==> config.mk <==
export PLATFORM = sky130hd
export DESIGN_NAME = pic_bounce_ctrl
export DESIGN_NICKNAME = d
export VERILOG_FILES = /design/src/rtl/pic_bounce_ctrl.sv
export SDC_FILE = /design/constraint.sdc
export NUM_CORES = 1
export LEC_CHECK = 0
export ABC_AREA = 0
export CORE_ASPECT_RATIO = 0.7
export CORE_MARGIN = 5
export CORE_UTILIZATION = 62
export CTS_CLUSTER_DIAMETER = 60
export DETAILED_ROUTE_END_ITERATION = 7
export DONT_BUFFER_PORTS = 1
export GPL_TIMING_DRIVEN = 0
export PLACE_DENSITY = 0.78
export SYNTH_ARGS = -nofsm -noshare
export SYNTH_HDL_FRONTEND = slang
export SYNTH_SLANG_ARGS = --single-unit
==> constraint.sdc <==
create_clock -name sys_clk -period 2.38 [get_ports sys_clk]
set_clock_uncertainty 0.2 [all_clocks]
set_input_delay 0.357 -clock sys_clk [delete_from_list [all_inputs] [get_ports sys_clk]]
set_output_delay 0.357 -clock sys_clk [all_outputs]
set_load 0.05 [all_outputs]
==> src/rtl/pic_bounce_ctrl.sv <==
// rtl/pic_bounce_ctrl.sv - picture ROM read controller with per-frame bounce of the picture position
// Bouncing motion is built only when PIC_BOUNCE_EN is defined; otherwise the picture is centred and fixed.
module pic_bounce_ctrl #(
  parameter int H_VALID = 640,
  parameter int V_VALID = 480,
  parameter int H_PIC   = 100,
  parameter int V_PIC   = 100,
  parameter int ADR_MAX = 9999,
  parameter int STEP    = 2
) (
  input  logic        sys_clk,
  input  logic        sys_rst,
  input  logic [9:0]  pix_x,
  input  logic [9:0]  pix_y,
  input  logic        pause,
  output logic        rom_rden,
  output logic [13:0] rom_addr,
  output logic        pic_valid,
  output logic [9:0]  pic_x0,
  output logic [9:0]  pic_y0,
  output logic        edge_hit
);

  localparam logic [9:0] X_INIT = 10'((H_VALID - H_PIC) / 2);
  localparam logic [9:0] Y_INIT = 10'((V_VALID - V_PIC) / 2);

  logic        frame_tick;
  logic [10:0] px;
  logic [10:0] py;
  logic [10:0] x_lo;
  logic [10:0] x_hi;
  logic [10:0] y_lo;
  logic [10:0] y_hi;

  assign px = {1'b0, pix_x};
  assign py = {1'b0, pix_y};

  // The read window is shifted one column left so ROM q lines up with the beam.
  assign x_lo = {1'b0, pic_x0} - 11'd1;
  assign x_hi = {1'b0, pic_x0} + 11'(H_PIC) - 11'd1;
  assign y_lo = {1'b0, pic_y0};
  assign y_hi = {1'b0, pic_y0} + 11'(V_PIC);

  assign rom_rden   = (px >= x_lo) && (px < x_hi) && (py >= y_lo) && (py < y_hi);
  assign frame_tick = (pix_x == 10'(H_VALID - 1)) && (pix_y == 10'(V_VALID - 1));

  always_ff @(posedge sys_clk) begin
    if (sys_rst) begin
      rom_addr  <= '0;
      pic_valid <= 1'b0;
    end else begin
      pic_valid <= rom_rden;
      if (frame_tick) begin
        rom_addr <= '0;
      end else if (rom_rden) begin
        rom_addr <= (rom_addr == 14'(ADR_MAX)) ? 14'd0 : rom_addr + 14'd1;
      end
    end
  end

`ifdef PIC_BOUNCE_EN
  localparam logic [10:0] X_MIN  = 11'd1;
  localparam logic [10:0] X_MAX  = 11'(H_VALID - H_PIC);
  localparam logic [10:0] Y_MIN  = 11'd0;
  localparam logic [10:0] Y_MAX  = 11'(V_VALID - V_PIC);
  localparam logic [10:0] STEP_W = 11'(STEP);

  typedef enum logic [1:0] {
    S_DRAW  = 2'd0,
    S_UPD_X = 2'd1,
    S_UPD_Y = 2'd2
  } state_t;

  state_t      state;
  logic        dir_x;
  logic        dir_y;
  logic [10:0] cur_x;
  logic [10:0] cur_y;
  logic [9:0]  nxt_x;
  logic [9:0]  nxt_y;
  logic        bnc_x;
  logic        bnc_y;

  assign cur_x = {1'b0, pic_x0};
  assign cur_y = {1'b0, pic_y0};

  // dir_* = 1 means moving right/down; landing exactly on a limit is a bounce.
  always_comb begin
    nxt_x = pic_x0;
    bnc_x = 1'b0;
    if (dir_x) begin
      if (cur_x + STEP_W >= X_MAX) begin
        nxt_x = X_MAX[9:0];
        bnc_x = 1'b1;
      end else begin
        nxt_x = 10'(cur_x + STEP_W);
      end
    end else begin
      if (cur_x <= X_MIN + STEP_W) begin
        nxt_x = X_MIN[9:0];
        bnc_x = 1'b1;
      end else begin
        nxt_x = 10'(cur_x - STEP_W);
      end
    end
  end

  always_comb begin
    nxt_y = pic_y0;
    bnc_y = 1'b0;
    if (dir_y) begin
      if (cur_y + STEP_W >= Y_MAX) begin
        nxt_y = Y_MAX[9:0];
        bnc_y = 1'b1;
      end else begin
        nxt_y = 10'(cur_y + STEP_W);
      end
    end else begin
      if (cur_y <= Y_MIN + STEP_W) begin
        nxt_y = Y_MIN[9:0];
        bnc_y = 1'b1;
      end else begin
        nxt_y = 10'(cur_y - STEP_W);
      end
    end
  end

  // y is untouched in S_UPD_X, so bnc_y there already predicts the S_UPD_Y outcome.
  always_ff @(posedge sys_clk) begin
    if (sys_rst) begin
      state    <= S_DRAW;
      pic_x0   <= X_INIT;
      pic_y0   <= Y_INIT;
      dir_x    <= 1'b1;
      dir_y    <= 1'b1;
      edge_hit <= 1'b0;
    end else begin
      case (state)
        S_DRAW: begin
          edge_hit <= 1'b0;
          if (frame_tick && !pause) begin
            state <= S_UPD_X;
          end
        end
        S_UPD_X: begin
          pic_x0   <= nxt_x;
          edge_hit <= bnc_x | bnc_y;
          if (bnc_x) begin
            dir_x <= ~dir_x;
          end
          state <= S_UPD_Y;
        end
        S_UPD_Y: begin
          pic_y0   <= nxt_y;
          edge_hit <= 1'b0;
          if (bnc_y) begin
            dir_y <= ~dir_y;
          end
          state <= S_DRAW;
        end
        default: begin
          edge_hit <= 1'b0;
          state    <= S_DRAW;
        end
      endcase
    end
  end
`else
  localparam int unused_step = STEP;
  logic unused_pause;

  assign unused_pause = pause;
  assign pic_x0       = X_INIT;
  assign pic_y0       = Y_INIT;
  assign edge_hit     = 1'b0;
`endif

endmodule

==> impl_metrics.json <==
{
  "max-clock-path-buffers": 2,
  "syn-cell-area_um2": 1230,
  "core_um2": 1870,
  "design_area_um2": 1400,
  "layout_common_cells": "22 x buf_4, 21 x conb_1, 10 x nand2_1, 10 x dfxtp_2",
  "dieArea_um2": 2990,
  "synth-seq-cells": 15,
  "drive_above_1_share_pct": 29.5,
  "rsz0062_at_grt": "false",
  "die_w_um": 63.2,
  "dieHeight_um": 47.3,
  "antenna_left": 0,
  "insertion_delay_ps": 300,
  "rows": 13,
  "htreeDepth": 1,
  "worstSetupPathType": "flip-flop to flip-flop",
  "grt_pass1_wl_mm": 5.51,
  "required_ps": 2360,
  "gp_congestion": 0.868,
  "cp_slowest_cell": "or4b_4",
  "hold_viol": 0,
  "max_stage_delay_ps": 580,
  "reg2reg_slack_ps": 100,
  "p_per_area_nw_per_um2": 395,
  "grt_max_degree": 11,
  "portBuffers": 0,
  "vias_per_cell": 6.59,
  "dp_cells": 189,
  "synthArstFlopShare_pct": 0,
  "drtPass1Iterations": 4,
  "worst_pin_slew_ps": 643,
  "outcome": "complete, no violations",
  "crit_chain": "or4b_4 -> nor4_4 -> buf_6 -> nor2_1 -> o311ai_1 -> o41ai_1",
  "grt.total_usage_pct": 23.7,
  "postSynthCellCount": 148,
  "leakage_nw": 0.496,
  "wl_per_cell_um": 18.2,
  "synth-edff-count": 0,
  "avgSynthCellArea_um2": 8.31,
  "setup_violations": 0,
  "fin_cells": 195,
  "vdd_drop_max_mv": 0.424,
  "synth_warnings": 0,
  "fin_crit_sh_pct": 95.8,
  "grt_overflow": 0,
  "cp.arrival_ps": 2260,
  "critPathLaunchType": "flip-flop",
  "fin_crit_ps": 2280,
  "relSlewSlack_pct": 57.0,
  "routed_wl_mm": 3.56,
  "multi_input_area_um2": 786,
  "dp_hpwl_mm": 2.69,
  "clk_pin_slew_ps": 110,
  "dpl_cell_area_um2": 1330,
  "area_growth_pct": 14.0,
  "vias": 1286,
  "drc": 0,
  "cts_made_buffers": 3,
  "finalMaxSlewViolations": 0,
  "cts_tree": "done",
  "yosysSeqAreaShare_pct": 24.4,
  "fmax_mhz": 438,
  "synth_top_flop_cell": "dfxtp_1",
  "synth_cell_types": 41,
  "grt_pass1_vias": 1197,
  "min_path_type": "primary input to flip-flop",
  "regArea_um2": 324,
  "end_kind": "flip-flop",
  "cts_root_buf": "clkbuf_4",
  "start_util_pct": 65.8,
  "pin_count": 60,
  "diodes": 0,
  "clock-sinks": 15,
  "fillers": 156,
  "cp_max_fo": 10,
  "maxCapViolCount": 0,
  "fin_nets": 198,
  "antenna_found_initial": 0,
  "timing.setup.tns_ps": 0,
  "drtIter0Drc": 92,
  "mostFrequentLayoutCell": "buf_4"
}
## final timing paths
| kind | start | to | cells past startpoint |
|---|---|---|---|
| max | rom_addr[6] | rom_addr[8] | 6 |
| min | sys_rst | rom_addr[7] | 2 |
| max reg2reg | rom_addr[6] | rom_addr[8] | 6 |
| min reg2reg | rom_addr[13] | rom_addr[13] | 2 |
## layer usage
metal | wire, um | vias to the layer above | global-route usage (%)
met5 | 0 | - | 0
met4 | 25 | 0 | 6.22
met3 | 496 | 8 | 8.85
met1 | 1400 | 590 | 30.5
met2 | 1640 | 92 | 38.2
li1 | - | 596 | -
## Yosys cell counts (all sizes together), types with 3 or more instances
master | instances | share of area [%]
or4 | 7 | 4.3
nor4 | 3 | 3.3
nor2 | 6 | 1.8
dfxtp | 15 | 24
buf | 23 | 15
a21oi | 9 | 3.7
nand4 | 5 | 2.5
o311ai | 6 | 4.3
nor3 | 5 | 2.0
o21ai | 6 | 2.4
nand4b | 6 | 4.3
a31oi | 4 | 2.0
o31ai | 5 | 3.1
o41ai | 4 | 2.8
nand2 | 10 | 3.1
nand3 | 9 | 3.7
## where the power goes
group / internal [W] / switching (W)
clock network: 0.0000627 / 0.0000923
registers: 0.000248 / 0.00000230
logic: 0.0000409 / 0.000109
total: 0.000351 / 0.000203
## per-stage QoR
stage                     worst slack (ps)  hold slack [ps]  power, W  util [%]
after global routing                  31.5             66.6  0.000581      75.0
after detailed placement              -123              234  0.000403      71.0
after floorplan                       68.2              229  0.000393         -
after CTS                             48.3             81.2  0.000552      73.7
final                                 99.3             85.1  0.000555      75.0
after global placement               -64.0              239  0.000402      71.0
## registers in the layout, summed over array words and instances (netlist names)
name / flops
rom_addr: 14
pic_valid: 1
## logic make-up (layout without fill, tap and decap cells)
kind of cell               after synthesis  in the layout  synth area share, %
other                                    2             21                0.611
adders and majority gates                1              1                 1.02
and+or+nand+nor                         61             61                 31.7
DFF                                     15             15                 24.4
AOI/OAI and AO/OA                       42             42                 24.3
buffers and inverters                   27             33                 17.9
## critical path: cells and delay by family, from the launching register on
| family | cells | cell delay (ps) |
|---|---|---|
| AO/OA/AOI/OAI | 2 | 380 |
| flip-flops | 1 | 440 |
| buffers and inverters | 1 | 180 |
| AND/OR/NAND/NOR | 3 | 940 |
## timing repair
action | 4_1_cts | 5_1_grt
cloned | 0 | 0
buffers inserted | 0 | 1
endpoints found under the setup margin | 9 | 9
pin swaps | 0 | 1
hold buffers | 1 | 0
resized for setup | 10 | 7
endpoints found under the hold margin | 1 | 0
## layout make-up
cell class / instances / area share (%)
Multi-Input combinational cell: 125 / 56.0
Sequential cell: 15 / 23.1
Buffer: 26 / 15.4
Tap cell: 22 / 1.96
Clock buffer: 3 / 1.61
Timing Repair Buffer: 2 / 1.25
Clock inverter: 1 / 0.357
Inverter: 1 / 0.268
Power figures use the tool's default switching activity.
